--- src/rtl/prf_read_arbiter_pkg.sv ---
// Shared definitions for the PRF read arbiter.
// Holds the default configuration (requester count, operands per read group,
// PRN width) and the stage-A register struct that carries one granted
// operand-read bundle from the grant cycle into the PRF read cycle.
package prf_read_arbiter_pkg;

  localparam int unsigned PKG_NUM_REQ      = 4;
  localparam int unsigned PKG_MAX_OPERANDS = 3;
  localparam int unsigned PKG_PRN_BITS     = 6;
  localparam int unsigned PKG_ID_BITS      = $clog2(PKG_NUM_REQ);
  localparam int unsigned OP_BITS          = 64;

  // Stage-A register contents. Field widths follow the package configuration,
  // so an instance of the arbiter has to keep its parameters at these values.
  typedef struct packed {
    logic                                             valid;
    logic [PKG_ID_BITS-1:0]                           id;
    logic [PKG_MAX_OPERANDS-1:0]                      enable;
    logic [PKG_MAX_OPERANDS-1:0][PKG_PRN_BITS-1:0]    prn;
  } stage_a_t;

endpackage

--- src/rtl/prf_read_arbiter_rr_arbiter.sv ---
// Round-robin arbiter core.
// Searches the request vector starting at ptr, wrapping from N-1 back to 0,
// and returns the first active requester.
// Ports:
//   req   - request vector, one bit per requester
//   ptr   - index where the search starts (highest priority this cycle)
//   grant - one-hot grant, all zero when no request is active
//   idx   - binary index of the granted requester (0 when none)
//   any   - at least one request is active
module prf_read_arbiter_rr_arbiter #(
  parameter int unsigned N  = 4,
  parameter int unsigned IW = $clog2(N)
) (
  input  logic [N-1:0]  req,
  input  logic [IW-1:0] ptr,
  output logic [N-1:0]  grant,
  output logic [IW-1:0] idx,
  output logic          any
);

  logic [IW-1:0] cand;

  // Priority search from ptr; N is a power of two so IW-bit addition wraps.
  always_comb begin
    cand  = '0;
    idx   = '0;
    any   = 1'b0;
    grant = '0;
    for (int k = 0; k < int'(N); k++) begin
      cand = ptr + IW'(k);
      if (!any && req[cand]) begin
        any = 1'b1;
        idx = cand;
      end else begin
        any = any;
      end
    end
    if (any) begin
      grant[idx] = 1'b1;
    end else begin
      grant = '0;
    end
  end

endmodule

--- src/rtl/prf_read_arbiter.sv ---
// Shared PRF read-port arbiter.
// Each cycle picks at most one issue-queue requester round-robin, registers
// its operand read enables/PRNs onto the PRF read ports (stage A, t+1), then
// registers the returned PRF data as an operand bundle (stage B, t+2).
// Ports:
//   clk, rst_n       - clock, asynchronous active-low reset
//   flush            - squash in-flight reads, no grant this cycle
//   stall            - block new grants; in-flight reads still complete
//   req_valid        - per-requester ready instruction
//   req_ready        - per-requester grant (combinational)
//   req_enable/prn   - per-requester, per-operand read enable and source PRN
//   prf_read_enable  - registered PRF read enables
//   prf_read_prn     - registered PRF read addresses
//   prf_op           - PRF read data, valid in the same cycle as prf_read_*
//   rsp_valid/id/op  - single-cycle operand bundle with owning requester id
module prf_read_arbiter
  import prf_read_arbiter_pkg::*;
#(
  parameter int unsigned NUM_REQ      = PKG_NUM_REQ,
  parameter int unsigned MAX_OPERANDS = PKG_MAX_OPERANDS,
  parameter int unsigned PRN_BITS     = PKG_PRN_BITS,
  parameter int unsigned ID_BITS      = $clog2(NUM_REQ)
) (
  input  logic                                      clk,
  input  logic                                      rst_n,
  input  logic                                      flush,
  input  logic                                      stall,
  input  logic [NUM_REQ-1:0]                        req_valid,
  output logic [NUM_REQ-1:0]                        req_ready,
  input  logic [NUM_REQ-1:0][MAX_OPERANDS-1:0]      req_enable,
  input  logic [NUM_REQ-1:0][MAX_OPERANDS-1:0][PRN_BITS-1:0] req_prn,
  output logic [MAX_OPERANDS-1:0]                   prf_read_enable,
  output logic [MAX_OPERANDS-1:0][PRN_BITS-1:0]     prf_read_prn,
  input  logic [MAX_OPERANDS-1:0][OP_BITS-1:0]      prf_op,
  output logic                                      rsp_valid,
  output logic [ID_BITS-1:0]                        rsp_id,
  output logic [MAX_OPERANDS-1:0][OP_BITS-1:0]      rsp_op
);

  logic [NUM_REQ-1:0]                    arb_grant;
  logic [ID_BITS-1:0]                    arb_idx;
  logic                                  arb_any;
  logic                                  transfer;
  logic [ID_BITS-1:0]                    rr_ptr_q, rr_ptr_d;
  stage_a_t                              a_q, a_d;
  logic                                  rsp_valid_q, rsp_valid_d;
  logic [ID_BITS-1:0]                    rsp_id_q, rsp_id_d;
  logic [MAX_OPERANDS-1:0][OP_BITS-1:0]  rsp_op_q, rsp_op_d;

  prf_read_arbiter_rr_arbiter #(
    .N  (NUM_REQ),
    .IW (ID_BITS)
  ) u_rr_arbiter (
    .req   (req_valid),
    .ptr   (rr_ptr_q),
    .grant (arb_grant),
    .idx   (arb_idx),
    .any   (arb_any)
  );

  // Grant gating: reset, flush and stall all suppress the grant.
  always_comb begin
    if (rst_n && !flush && !stall) begin
      req_ready = arb_grant;
      transfer  = arb_any;
    end else begin
      req_ready = '0;
      transfer  = 1'b0;
    end
  end

  // Pointer moves just past the winner only when a transfer happens.
  always_comb begin
    if (transfer) begin
      rr_ptr_d = arb_idx + ID_BITS'(1);
    end else begin
      rr_ptr_d = rr_ptr_q;
    end
  end

  // Stage A capture; idle cycles (including flush) drive zero read ports.
  always_comb begin
    a_d = '0;
    if (transfer) begin
      a_d.valid  = 1'b1;
      a_d.id     = arb_idx;
      a_d.enable = req_enable[arb_idx];
      a_d.prn    = req_prn[arb_idx];
    end else begin
      a_d = '0;
    end
  end

  // Stage B capture of PRF data; flush kills the bundle currently in stage A.
  always_comb begin
    rsp_valid_d = 1'b0;
    rsp_id_d    = '0;
    rsp_op_d    = '0;
    if (!flush) begin
      rsp_valid_d = a_q.valid;
      rsp_id_d    = a_q.id;
      for (int j = 0; j < int'(MAX_OPERANDS); j++) begin
        rsp_op_d[j] = a_q.enable[j] ? prf_op[j] : 64'h0;
      end
    end else begin
      rsp_valid_d = 1'b0;
    end
  end

  // State registers.
  always_ff @(posedge clk or negedge rst_n) begin
    if (!rst_n) begin
      rr_ptr_q    <= '0;
      a_q         <= '0;
      rsp_valid_q <= 1'b0;
      rsp_id_q    <= '0;
      rsp_op_q    <= '0;
    end else begin
      rr_ptr_q    <= rr_ptr_d;
      a_q         <= a_d;
      rsp_valid_q <= rsp_valid_d;
      rsp_id_q    <= rsp_id_d;
      rsp_op_q    <= rsp_op_d;
    end
  end

  assign prf_read_enable = a_q.enable;
  assign prf_read_prn    = a_q.prn;
  assign rsp_valid       = rsp_valid_q;
  assign rsp_id          = rsp_id_q;
  assign rsp_op          = rsp_op_q;

endmodule

--- config.mk ---
export PLATFORM = sky130hd
export DESIGN_NAME = prf_read_arbiter
export DESIGN_NICKNAME = d
export VERILOG_FILES = /design/src/rtl/prf_read_arbiter_pkg.sv /design/src/rtl/prf_read_arbiter_rr_arbiter.sv /design/src/rtl/prf_read_arbiter.sv
export SDC_FILE = /design/constraint.sdc
export NUM_CORES = 1
export LEC_CHECK = 0
export BUFFER_PORTS_ARGS = -buffer_cell sky130_fd_sc_hd__buf_2
export CAP_MARGIN = 20
export CORE_AREA = 2 2 198 200
export DETAILED_ROUTE_END_ITERATION = 6
export DIE_AREA = 0 0 200 202
export GPL_TIMING_DRIVEN = 0
export PLACE_DENSITY = 0.45
export RECOVER_POWER = 50
export SYNTH_ARGS = -nofsm -noshare
export SYNTH_HDL_FRONTEND = slang
export SYNTH_SLANG_ARGS = --single-unit
--- constraint.sdc ---
create_clock -name clk -period 4.3 [get_ports clk]
set_input_delay 0.215 -clock clk [delete_from_list [all_inputs] [get_ports clk]]
set_output_delay 0.215 -clock clk [all_outputs]
set_load 0.05 [all_outputs]
==> reports/results.ini <==
[yosys]
synth_top_family_by_area=simple AND/OR/NAND/NOR gates
syn_area_um2=7810
synth_nets=845
synth-adder-area-share_pct=0
synth_top_area_share_pct=70.81
synth_warnings=0
synth_xor_area_share_pct=0
yosys.area_share.simple_pct=17.40
synthTopCellsByArea=dfrtp_1, and2_1, mux2i_1, buf_4, o22ai_1
ys_types=24
synth-edff-count=0
synthMostInstantiatedCell=dfrtp_1
syn_area_per_cell_um2=13.92
synth_seq_cells=221
synth_compound_area_share_pct=2.323
synth_top_area_cell=dfrtp_1
yosys-mux-area-fraction_pct=5.511
netlist_instances=561
synthArstFlopShare_pct=100.0
synthTopCellsByCount=dfrtp_1, and2_1, mux2i_1
seq_area_frac_synth_pct=70.81
synthFlopType=dfrtp_1

[final_layout]
nets=1628
drive_gt1_share_pct=35.60
final_util_pct=37.44
syn_to_final_growth_pct=83.55

[global_route]
grt_pass1_wl_um=42660
grt_pass1_vias=7849
gr-total-overflow=0
antenna_found_initial=4
grt_max_degree=112
groute.usage.overall_pct=13.66

[clocking]
cts_resized=0
root_buffer=clkbuf_16
cts_tree=done
clk_latency_ns=0.55
post_cts_buffers=0
cts_buffer_depth=3
hold_buffers=249
cts.reportedPaths.clkPinSlew_ns=0.06
clock_sinks=221
cts_made_buffers=27
htreeDepth=1

[sta]
max_slew.worst_pin.slew_ns=2.753
finalCritPeriodShare_pct=69.95
fin_crit_ns=3.008
fin_ws_ns=1.292
relSlewSlack_pct=-83.52
finalClockSkew_ns=0.005649
max_freq_mhz=332.5
final.setup.tns_ns=0
maxSlewViolCount=112
timing_hold_violations_final=0
setup_viol=0
rsz0062_at_grt=no

[detailed_routing]
drt_iter0_markers=172
routedWlPerCell_um=15.00
via_per_inst=3.750
vias=7073
drc=0
antenna_left=0
routed_wirelength_um=28280
firstDrtPassIters=4

[power]
ir_drop_mv=0.2542
p_sw_share_pct=26.78
p_sw_uw=1492
internal_power_uw=4079
p_per_area_nw_per_um2=388.6
clkPwrFrac_pct=42.6
comb_power_share_pct=18.4
pwr-share-seq_pct=39.0
leakagePower_uw=0.007642
p_total_uw=5571

[setup_path]
r2r_slack_ns=1.53
start_kind=input port
critical_path_required_ns=4.36
path_class=input port to async pin
r2r_start=rr_ptr_q[1]
rr_worst_depth=8
reg2reg_to=prf_read_prn[5]
crit_arrival_ns=3.07
critPathCaptureType=async pin
crit_fanout=111

[status]
violations=max-capacitance violations, max-slew violations
status=complete, but fails checks

[die]
fp-row-count=72
die_w_um=200
initial_core_util_pct=20.40
die_area_um2=40400
ios=504
fp.dieH_um=202
core_area_um2=38290

[placement]
pre_cts_slack_ns=2.025
post-dp-hpwl_um=20300
port_buffers=503
routabilityCongestion=0.7557

[worst_hold_path]
min_path_type=input port to register
hold_start=req_enable[0]
worst_hold_path.endpoint=prf_read_enable[0]
min_path_cells=3

[flow_run]
cap_violations=1

==> per-stage QoR <==
stage / instances / instance area, um2 / hold slack [ns]
6_report: 1886 / 14340 / 0.05870
2_1_floorplan: 561 / 7810 / -0.08059
3_3_place_gp: 1582 / 10980 / 0.4217
3_5_place_dp: 1584 / 11040 / 0.06620
4_1_cts: 1883 / 14480 / 0.01849
5_1_grt: 1886 / 14340 / 0.04211
==> worst max-delay path: stages <==
cell and delay, ns:
dlygate4sd3_1 0.57, buf_8 0.21, clkbuf_2 1.92
==> flip-flops by register name (all words and copies together), names as in the netlist <==
name and cells:
rsp_op 192, prf_read_prn 18, a_q 3, prf_read_enable 3
rr_ptr_q 2, rsp_id 2, rsp_valid 1
==> metal layers <==
metal	part of all wire [%]	routed length (um)	GRT usage, %
met1	38	10770	15.11
met2	51	14410	25.05
met3	7.6	2153	3.554
met4	3.4	953	4.683
met5	0	0	0
==> layout make-up <==
type / count / area [um2]
Clock buffer: 38 / 777.0
Buffer: 50 / 301.5
Inverter: 2 / 7.507
Multi-Input combinational cell: 288 / 1971
Antenna cell: 3 / 7.507
Timing Repair Buffer: 754 / 4927
Sequential cell: 221 / 5530
Fill cell: 3833 / 23950
Tap cell: 518 / 648.1
Clock inverter: 12 / 165.2
==> cell families (layout without fill, tap and decap cells) <==
| kind of cell | after synthesis | after routing |
|---|---|---|
| other | 0 | 3 |
| AOI/OAI and AO/OA | 27 | 27 |
| and+or+nand+nor | 218 | 218 |
| DFF | 221 | 221 |
| muxes | 43 | 43 |
| buffers and inverters | 52 | 856 |
==> how the worst max path moves through the flow <==
stage / startpoint / end / slack [ns] / cells after the start
5_1_grt: rst_n / rsp_op[81] / 0.62 / 3
3_5_place_dp: rst_n / req_ready[0] / 2.02 / 7
2_1_floorplan: rr_ptr_q[0] / req_ready[0] / 2.18 / 5
3_3_place_gp: rst_n / req_ready[0] / -1.75 / 6
4_1_cts: rst_n / req_ready[0] / 1.42 / 8
6_report: rst_n / rsp_op[80] / 1.29 / 3
==> layout by cell type (no fill, tap or decap), types with 3 or more instances in the layout <==
cell type,synthesis,final
clkbuf_8,0,6
and2_0,0,7
clkbuf_1,21,126
buf_2,4,406
buf_6,4,4
and2_1,192,185
o22ai_1,21,21
nor2_1,10,10
clkbuf_16,0,27
bufinv_16,0,3
mux2i_1,43,43
diode_2,0,3
dlygate4sd3_1,0,249
buf_4,21,21
clkinv_2,0,4
dfrtp_1,221,221
nor2b_1,6,6
==> power by group through the flow <==
stage          Clock, uW  Sequential, uW  Combinational [uW]
4_1_cts             2460            2170                1040
6_report            2370            2170                1020
3_5_place_dp           0            2210                 817
2_1_floorplan          0            2360                 355
3_3_place_gp           0            2210                 809
5_1_grt             2560            2180                1100
Note: power is estimated with default switching activity, not from simulation.
